**src/rtl/logicnet_lut_layer_pipe_pkg.sv**
```systemverilog
// Shared definitions for the LogicNet LUT layer: controller states and
// the legal parameter ranges every instance is checked against.
package logicnet_lut_layer_pipe_pkg;

    typedef enum logic [1:0] {
        ST_RUN   = 2'd0,
        ST_DRAIN = 2'd1,
        ST_LOAD  = 2'd2
    } state_e;

    localparam int IN_BITS_MIN  = 2;
    localparam int IN_BITS_MAX  = 10;
    localparam int OUT_BITS_MIN = 1;
    localparam int OUT_BITS_MAX = 8;
    localparam int CHANNELS_MIN = 1;
    localparam int CHANNELS_MAX = 64;

    function automatic bit params_legal(input int in_bits, input int out_bits, input int channels);
        return (in_bits >= IN_BITS_MIN) && (in_bits <= IN_BITS_MAX) &&
               (out_bits >= OUT_BITS_MIN) && (out_bits <= OUT_BITS_MAX) &&
               (channels >= CHANNELS_MIN) && (channels <= CHANNELS_MAX);
    endfunction

endpackage

```
**src/rtl/logicnet_lut_layer_pipe_table.sv**
```systemverilog
// One neuron's truth table: single write port, asynchronous read.
// Contents are deliberately not reset so a loaded layer survives rst_n.
module logicnet_lut_table #(
    parameter int IN_BITS  = 6,
    parameter int OUT_BITS = 2
) (
    input  logic                clk,
    input  logic                we_i,
    input  logic [IN_BITS-1:0]  waddr_i,
    input  logic [OUT_BITS-1:0] wdata_i,
    input  logic [IN_BITS-1:0]  raddr_i,
    output logic [OUT_BITS-1:0] rdata_o
);

    logic [OUT_BITS-1:0] mem_q [2**IN_BITS];

    always_ff @(posedge clk) begin
        if (we_i) begin
            mem_q[waddr_i] <= wdata_i;
        end
    end

    assign rdata_o = mem_q[raddr_i];

endmodule

```
**src/rtl/logicnet_lut_layer_pipe.sv**
```systemverilog
// Two-stage LUT layer (S1 = captured addresses, S2 = looked-up results) with
// a RUN/DRAIN/LOAD controller that empties the pipe before tables are rewritten.
module logicnet_lut_layer_pipe
    import logicnet_lut_layer_pipe_pkg::*;
#(
    parameter int IN_BITS  = 6,
    parameter int OUT_BITS = 2,
    parameter int CHANNELS = 4,
    parameter int CH_W     = (CHANNELS > 1) ? $clog2(CHANNELS) : 1
) (
    input  logic                         clk,
    input  logic                         rst_n,
    input  logic                         in_valid,
    output logic                         in_ready,
    input  logic [CHANNELS*IN_BITS-1:0]  in_data,
    output logic                         out_valid,
    input  logic                         out_ready,
    output logic [CHANNELS*OUT_BITS-1:0] out_data,
    input  logic                         cfg_req,
    output logic                         cfg_ack,
    input  logic                         cfg_we,
    input  logic [CH_W-1:0]              cfg_ch,
    input  logic [IN_BITS-1:0]           cfg_addr,
    input  logic [OUT_BITS-1:0]          cfg_data,
    output logic                         cfg_err,
    output logic [1:0]                   dbg_state_o
);

    if (!params_legal(IN_BITS, OUT_BITS, CHANNELS)) begin : g_param_check
        $error("logicnet_lut_layer_pipe: IN_BITS/OUT_BITS/CHANNELS out of legal range");
    end

    state_e                       state_q;
    logic                         cfg_ack_q;
    logic                         cfg_err_q;
    logic                         s1_valid_q;
    logic                         s2_valid_q;
    logic [CHANNELS*IN_BITS-1:0]  s1_data_q;
    logic [CHANNELS*OUT_BITS-1:0] s2_data_q;
    logic [CHANNELS*OUT_BITS-1:0] lookup;
    logic                         s1_adv;
    logic                         s2_adv;
    logic                         accept;
    logic                         stages_empty;
    logic                         ch_ok;
    logic                         load_we;

    // Handshakes: a transfer happens on a cycle where valid && ready are both
    // high; valid never waits on ready, and the payload is held while stalled.
    assign s2_adv       = !s2_valid_q || out_ready;
    assign s1_adv       = !s1_valid_q || s2_adv;
    assign in_ready     = rst_n && (state_q == ST_RUN) && !cfg_req && s1_adv;
    assign accept       = in_valid && in_ready;
    assign stages_empty = !s1_valid_q && !s2_valid_q;
    assign ch_ok        = (32'(cfg_ch) < 32'(CHANNELS));
    assign load_we      = cfg_we && ch_ok && (state_q == ST_LOAD);

    always_ff @(posedge clk or negedge rst_n) begin
        if (!rst_n) begin
            state_q   <= ST_RUN;
            cfg_ack_q <= 1'b0;
        end else begin
            case (state_q)
                ST_RUN: begin
                    if (cfg_req) begin
                        state_q <= ST_DRAIN;
                    end
                end
                ST_DRAIN: begin
                    // Abandoning the request wins over finishing the drain.
                    if (!cfg_req) begin
                        state_q <= ST_RUN;
                    end else if (stages_empty) begin
                        state_q   <= ST_LOAD;
                        cfg_ack_q <= 1'b1;
                    end
                end
                ST_LOAD: begin
                    if (!cfg_req) begin
                        state_q   <= ST_RUN;
                        cfg_ack_q <= 1'b0;
                    end
                end
                default: begin
                    state_q   <= ST_RUN;
                    cfg_ack_q <= 1'b0;
                end
            endcase
        end
    end

    always_ff @(posedge clk or negedge rst_n) begin
        if (!rst_n) begin
            s1_valid_q <= 1'b0;
            s1_data_q  <= '0;
            s2_valid_q <= 1'b0;
            s2_data_q  <= '0;
        end else begin
            if (s1_adv) begin
                s1_valid_q <= accept;
                if (accept) begin
                    s1_data_q <= in_data;
                end
            end
            if (s2_adv) begin
                s2_valid_q <= s1_valid_q;
                if (s1_valid_q) begin
                    s2_data_q <= lookup;
                end
            end
        end
    end

    always_ff @(posedge clk or negedge rst_n) begin
        if (!rst_n) begin
            cfg_err_q <= 1'b0;
        end else if (cfg_we && !load_we) begin
            cfg_err_q <= 1'b1;
        end
    end

    for (genvar c = 0; c < CHANNELS; c++) begin : g_ch
        logic ch_we;
        assign ch_we = load_we && (32'(cfg_ch) == c);

        logicnet_lut_table #(
            .IN_BITS  (IN_BITS),
            .OUT_BITS (OUT_BITS)
        ) u_table (
            .clk     (clk),
            .we_i    (ch_we),
            .waddr_i (cfg_addr),
            .wdata_i (cfg_data),
            .raddr_i (s1_data_q[c*IN_BITS +: IN_BITS]),
            .rdata_o (lookup[c*OUT_BITS +: OUT_BITS])
        );
    end

    assign out_valid   = s2_valid_q;
    assign out_data    = s2_data_q;
    assign cfg_ack     = cfg_ack_q;
    assign cfg_err     = cfg_err_q;
    assign dbg_state_o = state_q;

endmodule
```
**config.mk**
```make
export PLATFORM = sky130hd
export DESIGN_NAME = logicnet_lut_layer_pipe
export DESIGN_NICKNAME = d
export VERILOG_FILES = /design/src/rtl/logicnet_lut_layer_pipe_pkg.sv /design/src/rtl/logicnet_lut_layer_pipe_table.sv /design/src/rtl/logicnet_lut_layer_pipe.sv
export SDC_FILE = /design/constraint.sdc
export NUM_CORES = 1
export LEC_CHECK = 0
export CORE_ASPECT_RATIO = 1.75
export CORE_UTILIZATION = 40
export CTS_CLUSTER_DIAMETER = 50
export DETAILED_ROUTE_END_ITERATION = 10
export PLACE_DENSITY = 0.67
export SLEW_MARGIN = 25
export SYNTH_ARGS = -nofsm -noshare
export SYNTH_HDL_FRONTEND = slang
export SYNTH_SLANG_ARGS = --single-unit
```
**constraint.sdc**
```tcl
create_clock -name clk -period 4.06 [get_ports clk]
set_input_delay 0.812 -clock clk [delete_from_list [all_inputs] [get_ports clk]]
set_output_delay 0.812 -clock clk [all_outputs]
set_load 0.02 [all_outputs]
```
==> run_results.csv, run 1 <==
group,metric,value,unit
timing,rsz0062_at_grt,"no",
cts,numCtsBuffers,48,
cts,clkTransAtPathRegs,70,ps
cts,htree_levels,2,
logic_synthesis,yosys.area.top_type,"edfxtp_1",
floorplan,die_x,183,um
cells_and_area,final_common_cell,"edfxtp_1",
grt,grt_usage,19.9,%
power_and_ir_drop,clock_power_share,32.3,%
power_and_ir_drop,switchingPower,3.90,mW
critical_path,timing.rr.end,"out_data[4]",
power_and_ir_drop,combinationalPowerShare,19.4,%
cells_and_area,syn_to_final_growth,12.1,%
timing,maxSlewHeadroom,30.7,%
cts,postCtsResizedCells,0,
grt,grt_pass1_wl,84100,um
timing,tns,0,ps
timing,hold_viol,0,
place,dpl_cell_area,24100,um2
timing,finClkSkew,13.4,ps
outcome,run_status,"complete, no violations",
logic_synthesis,synth_edf_count,512,
place,numPortBuffers,53,
place,place.detailed.hpwl,39600,um
critical_path,start_kind,"input port",
floorplan,io_pins,54,
cts,clkLatencyLatePin,580,ps
drt,drc,0,
cells_and_area,fin_nets,1532,
logic_synthesis,synth_area_leaders,"edfxtp_1, mux2i_1, nor2_1",
critical_path,cp.required,3250,ps
hold_path,hp-class,"in -> async",
critical_path,critical_path_class,"in -> out",
logic_synthesis,synth_top_area_share,67.1,%
cells_and_area,layout_common_cells,"edfxtp_1, nor2_1, mux2i_1",
drt,routed-via-count,12771,
timing,max_freq,0.327,GHz
critical_path,path_max_fanout,2,
drt,drtIter0Drc,1062,
cells_and_area,design_area,25700,um2
critical_path,r2r_setup_slack,1510,ps
critical_path,cp-end-kind,"primary output",
timing,fin_crit,3060,ps
power_and_ir_drop,p_leak,8.21,nW
power_and_ir_drop,pwr-share-seq,48.3,%
drt,viasPerCell,5.58,
drt,wl_per_cell,25.0,um
critical_path,r2r_cells,5,
cts,tritoncts,"yes",
logic_synthesis,syn_nets,1496,
critical_path,r2r_start,"s1_data_q[12]",
critical_path,cp_top_family,"buffers and inverters",
logic_synthesis,syn_area,22900,um2
power_and_ir_drop,internal_power,10.1,mW
grt,grt_max_degree,112,
logic_synthesis,synth_area_per_cell,15.7,um2
cts,clock-root-buffer,"clkbuf_16",
critical_path,worst_path_max_delay_cell,"clkdlybuf4s50_1",
logic_synthesis,ys_ff_latch,550,
logic_synthesis,synth-seq-area-share,71.3,%
cts,ctsHoldBuffers,0,
power_and_ir_drop,powerDensity,547,nW/um2
drt,drtAntennaViolNets,0,
power_and_ir_drop,p_sw_share,27.8,%
grt,grt_pass1_vias,13440,
floorplan,rows,115,
cells_and_area,drive_gt1_share,10.9,%
logic_synthesis,synth_cell_types,38,
critical_path,path_cells,"clkdlybuf4s50_1, nand3b_1, and4b_1, clkdlybuf4s50_1",
timing,slew_violations,0,
grt,grt_overflow,0,
timing,finalSetupViolCount,0,
logic_synthesis,ys.warnings.count,0,
floorplan,die_h,319,um
floorplan,initial_core_util,40.6,%
cts,clock_path_buffers,3,
logic_synthesis,synth_ff_type,"edfxtp_1",
logic_synthesis,syn_inst,1456,
critical_path,critPathBufInv,2,
floorplan,core-area,56400,um2
floorplan,dieArea,58300,um2
logic_synthesis,ys_async_sr_fraction,6.91,%
drt,firstDrtPassIters,5,
critical_path,slowest_delay,610,ps
critical_path,cp.arrival,2250,ps
power_and_ir_drop,irDropWorstVdd,0.000321,V
place,globalplace.congestion,0.896,
cells_and_area,num_antenna_cells,0,
timing,worstMarginPinSlew,1040,ps
grt,antenna_found_initial,0,
critical_path,crit_top_cell,"clkdlybuf4s50_1",
cts,cts.sinks,550,
drt,finalWirelength,57100,um
cts,cts_setup_buffers,0,
timing,fin_crit_sh,75.4,%
job,cap_viol_max_count,0,
## cells by family after synthesis
kind of cell    Yosys count  synth area share (%)
compound gates          116                  3.95
mux                     240                  14.0
flops                   550                  71.3
simple gates            453                  8.49
buf+inv                  97                  2.30
## per-layer routing
layer	vias to the layer above	track usage [%]	wire length, um	share of wire (%)
li1	5652	-	-	-
met1	6482	20.4	18900	33
met2	493	37.3	31400	55
met3	144	2.64	2920	5.1
met4	0	12.7	3880	6.8
met5	-	0	0	0
## worst register-to-register path, cell delays in order, from the launching register on
cell     delay (ps)
dfrtp_1         930
mux4_1          710
a22o_1          260
a211o_1         270
nand3_1         150
a31oi_1         100
## cells in the mapped netlist, types with 9 or more instances
cell and n:
edfxtp_1 512, nor2_1 286, mux2i_1 160, nand2_1 74
a22oi_1 72, dfrtp_1 38, mux4_2 36, clkbuf_1 31
nand3_1 28, mux2_2 24, buf_1 22, buf_2 22
nor2b_1 21, mux4_1 20, nand4_1 9
## power by group through the flow
stage               Clock, mW  Sequential, mW  Combinational, mW
floorplan                   0            6.59               2.17
global placement            0            6.89               2.69
detailed placement          0            6.90               2.72
CTS                      4.60            6.78               2.74
global route             4.79            6.80               2.91
finish                   4.53            6.78               2.73
## worst max-delay path by stage
stage           startpoint                      endpoint  cells after the start
2_1_floorplan  cfg_addr[4]  g_ch[0].u_table.mem_q[17][0]                      4
3_3_place_gp   cfg_addr[5]  g_ch[1].u_table.mem_q[55][0]                      5
3_5_place_dp   cfg_addr[5]  g_ch[0].u_table.mem_q[51][1]                      5
4_1_cts          out_ready                      in_ready                      4
5_1_grt          out_ready                      in_ready                      4
6_report         out_ready                      in_ready                      4
## area by class of cell
type | instances | area (um2)
clock buffer | 55 | 1250
fill | 4902 | 30700
multi-input combinational | 809 | 6070
sequential | 550 | 16300
timing repair buffer | 81 | 796
inverter | 2 | 7.51
tap | 760 | 951
clock inverter | 31 | 282
## flip-flops by register name, indices dropped and copies added (netlist names)
signal and count:
cfg_err 1, out_valid 1, s1_data_q 24, out_data 8, cfg_ack 1, dbg_state_o 2, g_ch.u_table.mem_q 512, s1_valid_q 1
## per-stage QoR
stage               hold WS [ps]  setup WS (ps)  utilization [%]  std cells  total power [mW]
detailed placement           461            854             42.8       2201              9.62
floorplan                    472           1810                -       1456              8.76
global route                 439            953             45.5       2288              14.5
CTS                          425            989             45.5       2287              14.1
finish                       396           1000             45.5       2288              14.0
global placement             465            941             42.8       2201              9.58
Power figures use the tool's default switching activity.
==> run 2: changes to the inputs <==
--- a/config.mk
+++ b/config.mk
@@ -9,7 +9,7 @@
 export CORE_UTILIZATION = 40
 export CTS_CLUSTER_DIAMETER = 50
 export DETAILED_ROUTE_END_ITERATION = 10
-export PLACE_DENSITY = 0.67
+export PLACE_DENSITY = 0.69
 export SLEW_MARGIN = 25
 export SYNTH_ARGS = -nofsm -noshare
 export SYNTH_HDL_FRONTEND = slang
==> constraint.sdc (replaced) <==
create_clock -name clk -period 2.49 [get_ports clk]
set_input_delay 0.498 -clock clk [delete_from_list [all_inputs] [get_ports clk]]
set_output_delay 0.498 -clock clk [all_outputs]
set_load 0.02 [all_outputs]
==> run 2 against run 1 <==
Power grew 67%. Utilization is 1.0 points higher. Register-to-register slack got worse by 1400 ps. Clock skew down 0.80 ps. Critical path depth rose by 1. Worst setup slack worse by 870 ps. Flip-flop and latch count unchanged. Non-clock buffer count grew 56. Combinational power up 79%. Die area stayed put. Sequential share of layout area decreased by 1.4 points. Worst hold slack got worse by 300 ps. Highest routed layer unchanged. Largest cell class unchanged.
==> run_results.csv, run 2 (synthesized netlist as in run 1, its figures left out) <==
group,metric,value,unit
outcome,run_status,"complete, no violations",
grt,grt_pass1_wl,85900,um
critical_path,r2r_setup_slack,130,ps
critical_path,start_kind,"flop",
drt,route.met3.wl,2900,um
timing,tns,0,ps
cts,clkLatencyLatePin,580,ps
cts,cts.sinks,550,
cts,clock_path_buffers,3,
cells_and_area,fin_nets,1587,
cells_and_area,layout_common_cells,"edfxtp_1, nor2_1, mux2i_1",
drt,drtIter0Drc,1230,
drt,top_layer_used,"met4",
critical_path,cp.required,2700,ps
cts,clkTransAtPathRegs,70,ps
grt,grt_overflow,0,
timing,rsz0062_at_grt,"no",
cells_and_area,drive_gt1_share,14.6,%
cts,htree_levels,2,
timing,fin_crit_sh,94.9,%
drt,firstDrtPassIters,6,
power_and_ir_drop,p_sw_share,27.7,%
timing,finClkSkew,12.6,ps
place,place.detailed.hpwl,40600,um
critical_path,path_max_fanout,64,
critical_path,cp.arrival,2570,ps
cts,tritoncts,"yes",
floorplan,die_h,319,um
place,numPortBuffers,53,
power_and_ir_drop,clock_power_share,32.6,%
cts,clock-root-buffer,"clkbuf_16",
power_and_ir_drop,combinationalPowerShare,20.9,%
cells_and_area,largest_reg_flops,512,
drt,viasPerCell,5.58,
cells_and_area,top_register,"g_ch.u_table.mem_q",
timing,hold_viol,0,
cells_and_area,utilization,46.6,%
cells_and_area,design_area,26300,um2
timing,timing.hold.ws,92.2,ps
place,dpl_cell_area,24700,um2
power_and_ir_drop,irDropWorstVdd,0.000466,V
drt,drc,0,
drt,routed-via-count,13094,
floorplan,rows,115,
floorplan,io_pins,54,
power_and_ir_drop,switchingPower,6.48,mW
timing,worstMarginPinSlew,731,ps
cells_and_area,num_antenna_cells,0,
cts,numCtsBuffers,47,
grt,grt_max_degree,103,
timing,max_freq,0.423,GHz
power_and_ir_drop,powerDensity,891,nW/um2
place,dp_slack,-129,ps
drt,finalWirelength,58200,um
timing,finalSetupViolCount,0,
timing,maxSlewHeadroom,51.1,%
floorplan,core-area,56400,um2
floorplan,dieArea,58300,um2
drt,wl_per_cell,24.8,um
grt,grt_usage,20.2,%
job,cap_viol_max_count,0,
hold_path,hp-class,"in -> async",
grt,grt_pass1_vias,14097,
cells_and_area,syn_to_final_growth,14.7,%
power_and_ir_drop,pwr-share-seq,46.5,%
timing,slew_violations,0,
timing,fin_crit,2360,ps
power_and_ir_drop,internal_power,16.9,mW
power_and_ir_drop,p_leak,8.56,nW
cells_and_area,final_common_cell,"edfxtp_1",
floorplan,initial_core_util,40.6,%
drt,drtAntennaViolNets,0,
critical_path,cp-end-kind,"flop",
drt,met2_length,32000,um
floorplan,die_x,183,um
drt,met1_length,18900,um
critical_path,critical_path_class,"reg -> reg",
timing,layout_setup_ws,127,ps
grt,antenna_found_initial,0,
place,globalplace.congestion,0.917,
## run 2: power groups by stage
stage          combinational (mW)  sequential (mW)  clock [mW]
2_1_floorplan                3.55             10.7           0
3_3_place_gp                 4.77             11.1           0
3_5_place_dp                 4.86             11.1           0
4_1_cts                      4.89             10.9        7.72
5_1_grt                      5.17             10.9        8.02
6_report                     4.88             10.9        7.63
## run 2: metal layers
layer,track usage (%),vias to the layer above
met1,20.2,6679
met3,2.47,160
li1,-,5759
met2,37.8,496
met5,0,-
met4,14.4,0
## run 2: final cells by class
class | instances | area, um2
multi-input combinational | 809 | 6070
tap | 760 | 951
fill | 4862 | 30100
clock inverter | 28 | 329
clock buffer | 60 | 1260
sequential | 550 | 16300
timing repair buffer | 137 | 1320
inverter | 2 | 7.51
## run 2: path summary, 6_finish.rpt
path,from,cells after the start,end
max in group asynchronous,rst_n,2,s1_data_q[2]
worst max-delay path,dbg_state_o[1],5,g_ch[0].u_table.mem_q[60][1]
worst max register to register,dbg_state_o[1],5,g_ch[0].u_table.mem_q[60][1]
min in group clk,cfg_data[0],1,g_ch[0].u_table.mem_q[54][0]
worst min-delay path,rst_n,2,s1_data_q[13]
worst min register to register,cfg_err,1,cfg_err
## run 2: repair_timing
item | 4_1_cts | 5_1_grt
hold buffers | 0 | 0
setup buffers | 0 | 0
gates resized for setup | 0 | 1
endpoints found under the hold margin | 0 | 0
endpoints found under the setup margin | 0 | 1
## run 2: stage by stage
| step | power [mW] | std cells |
|---|---|---|
| final | 23.4 | 2346 |
| after global routing | 24.1 | 2346 |
| after CTS | 23.5 | 2346 |
| after detailed placement | 15.9 | 2258 |
| after global placement | 15.8 | 2258 |
| after floorplan | 14.3 | 1456 |
## run 2: worst max-delay path, stage by stage (launching register included)
cell,delay (ps)
dfrtp_1,410
nor2b_1,290
nand2_1,130
or3_2,460
buf_12,200
nor2_1,450
==> run 3: changes to the inputs <==
--- a/config.mk
+++ b/config.mk
@@ -8,6 +8,7 @@
 export CORE_ASPECT_RATIO = 1.75
 export CORE_UTILIZATION = 40
 export CTS_CLUSTER_DIAMETER = 50
+export CTS_CLUSTER_SIZE = 12
 export DETAILED_ROUTE_END_ITERATION = 10
 export PLACE_DENSITY = 0.69
 export SLEW_MARGIN = 25
==> run 3 against run 2 <==
Clock power is 5.8% lower. Wire length decreased by 0.62%. Clock skew rose by 3.5 ps. Via count about the same. Flip-flop and latch count stayed put. Sequential share of layout area is 0.26 points higher. Largest power group unchanged. Highest routed layer unchanged. Utilization shrank 0.20 points. Sequential power about the same. Critical path type unchanged. Non-clock buffer count did not move. Maximum frequency up 0.88%. Combinational power hardly changed.
==> run_results.csv, run 3 (synthesized netlist as in run 1, its figures left out) <==
group,metric,value,unit
timing,finalSetupViolCount,0,
critical_path,r2r_start,"dbg_state_o[1]",
place,place.detailed.hpwl,40600,um
power_and_ir_drop,switchingPower,6.32,mW
critical_path,cp_top_family,"simple AND/OR/NAND/NOR gates",
cells_and_area,syn_to_final_growth,14.2,%
cts,clkLatencyLatePin,580,ps
critical_path,timing.rr.end,"g_ch[0].u_table.mem_q[60][0]",
timing,slew_violations,0,
timing,hold_viol,0,
grt,grt_usage,20.1,%
cells_and_area,layout_common_cells,"edfxtp_1, nor2_1, mux2i_1",
place,dp_slack,-129,ps
timing,max_freq,0.427,GHz
critical_path,critPathBufInv,1,
critical_path,critical_path_class,"reg -> reg",
cts,clock_path_buffers,3,
critical_path,path_max_fanout,64,
drt,wl_per_cell,24.6,um
grt,grt_pass1_vias,13985,
critical_path,worst_path_max_delay_cell,"or3_2",
floorplan,dieArea,58300,um2
cells_and_area,top_register,"g_ch.u_table.mem_q",
cts,ctsHoldBuffers,0,
critical_path,r2r_cells,5,
cells_and_area,fin_nets,1591,
cts,cts.sinks,550,
power_and_ir_drop,clock_power_share,31.3,%
floorplan,initial_core_util,40.6,%
power_and_ir_drop,powerDensity,877,nW/um2
cts,clock-root-buffer,"clkbuf_16",
drt,drtIter0Drc,1124,
floorplan,rows,115,
cells_and_area,largest_reg_flops,512,
cts,postCtsResizedCells,0,
drt,drtAntennaViolNets,0,
hold_path,hp-class,"in -> async",
timing,worstMarginPinSlew,717,ps
critical_path,path_cells,"nor2b_1, nand2_1, or3_2, buf_12, nor2_1",
power_and_ir_drop,irDropWorstVdd,0.000635,V
job,cap_viol_max_count,0,
cells_and_area,num_antenna_cells,0,
drt,met1_length,18600,um
cells_and_area,drive_gt1_share,13.1,%
floorplan,die_h,319,um
floorplan,core-area,56400,um2
power_and_ir_drop,pwr-share-seq,47.5,%
cts,clkTransAtPathRegs,70,ps
timing,rsz0062_at_grt,"no",
timing,finClkSkew,16.0,ps
power_and_ir_drop,combinationalPowerShare,21.2,%
floorplan,io_pins,54,
cts,tritoncts,"yes",
critical_path,r2r_setup_slack,150,ps
drt,firstDrtPassIters,6,
timing,tns,0,ps
critical_path,cp.arrival,2560,ps
cts,cts_setup_buffers,0,
grt,grt_pass1_wl,85600,um
drt,met2_length,32000,um
power_and_ir_drop,p_leak,8.49,nW
critical_path,cp-end-kind,"flop",
drt,viasPerCell,5.57,
cts,htree_levels,2,
grt,grt_overflow,0,
drt,top_layer_used,"met4",
grt,antenna_found_initial,0,
timing,layout_setup_ws,147,ps
drt,route.met3.wl,3080,um
critical_path,slowest_delay,460,ps
critical_path,cp.required,2700,ps
drt,drc,0,
drt,finalWirelength,57900,um
floorplan,die_x,183,um
cts,numCtsBuffers,51,
cells_and_area,final_common_cell,"edfxtp_1",
place,numPortBuffers,53,
timing,fin_crit,2340,ps
grt,grt_max_degree,103,
timing,maxSlewHeadroom,52.1,%
critical_path,start_kind,"flop",
place,globalplace.congestion,0.917,
power_and_ir_drop,internal_power,16.6,mW
outcome,run_status,"complete, no violations",
power_and_ir_drop,p_sw_share,27.5,%
timing,fin_crit_sh,94.1,%
drt,routed-via-count,13102,
==> run 3: final cells by class <==
class,count,area (um2)
fillers,4873,30200
flip-flops and latches,550,16300
multi-input cells,809,6070
clock buffers,95,1480
repair buffers,137,1320
well taps,760,951
inverters,2,7.51
==> run 3: how the worst max path moves through the flow <==
stage / from / end / slack [ps] / depth (start not counted)
6_report: dbg_state_o[1] / g_ch[0].u_table.mem_q[60][0] / 150 / 5
5_1_grt: dbg_state_o[1] / g_ch[0].u_table.mem_q[60][1] / 10 / 5
4_1_cts: out_valid / in_ready / 40 / 3
3_5_place_dp: cfg_we / g_ch[0].u_table.mem_q[60][0] / -130 / 5
3_3_place_gp: cfg_we / g_ch[0].u_table.mem_q[60][1] / -90 / 5
2_1_floorplan: dbg_state_o[1] / g_ch[0].u_table.mem_q[17][0] / 550 / 6
==> run 3: worst reg2reg max path, stage by stage (launching register included) <==
cell,delay (ps)
dfrtp_1,410
nor2b_1,290
nand2_1,130
or3_2,460
buf_12,210
nor2_1,500
==> run 3: power by group through the flow <==
stage / Clock, mW / Sequential [mW] / Combinational (mW)
after CTS: 7.29 / 10.9 / 4.88
after floorplan: 0 / 10.7 / 3.55
after detailed placement: 0 / 11.1 / 4.86
after global placement: 0 / 11.1 / 4.77
after global routing: 7.60 / 10.9 / 5.16
final: 7.19 / 10.9 / 4.87
==> run 3: per-stage QoR <==
step | total power [mW] | cells | utilization (%) | cell area, um2 | hold WS (ps)
6_report | 23.0 | 2353 | 46.4 | 26200 | 89.1
3_5_place_dp | 15.9 | 2258 | 43.7 | 24700 | 467
3_3_place_gp | 15.8 | 2258 | 43.7 | 24700 | 460
4_1_cts | 23.1 | 2353 | 46.4 | 26200 | 144
5_1_grt | 23.7 | 2353 | 46.4 | 26200 | 159
2_1_floorplan | 14.3 | 1456 | - | 22900 | 202
==> run 3: per-layer routing <==
metal / global-route usage (%) / up-vias
li1: - / 5775
met1: 20.3 / 6662
met2: 38.0 / 507
met3: 2.30 / 158
met5: 0 / -
met4: 13.2 / 0
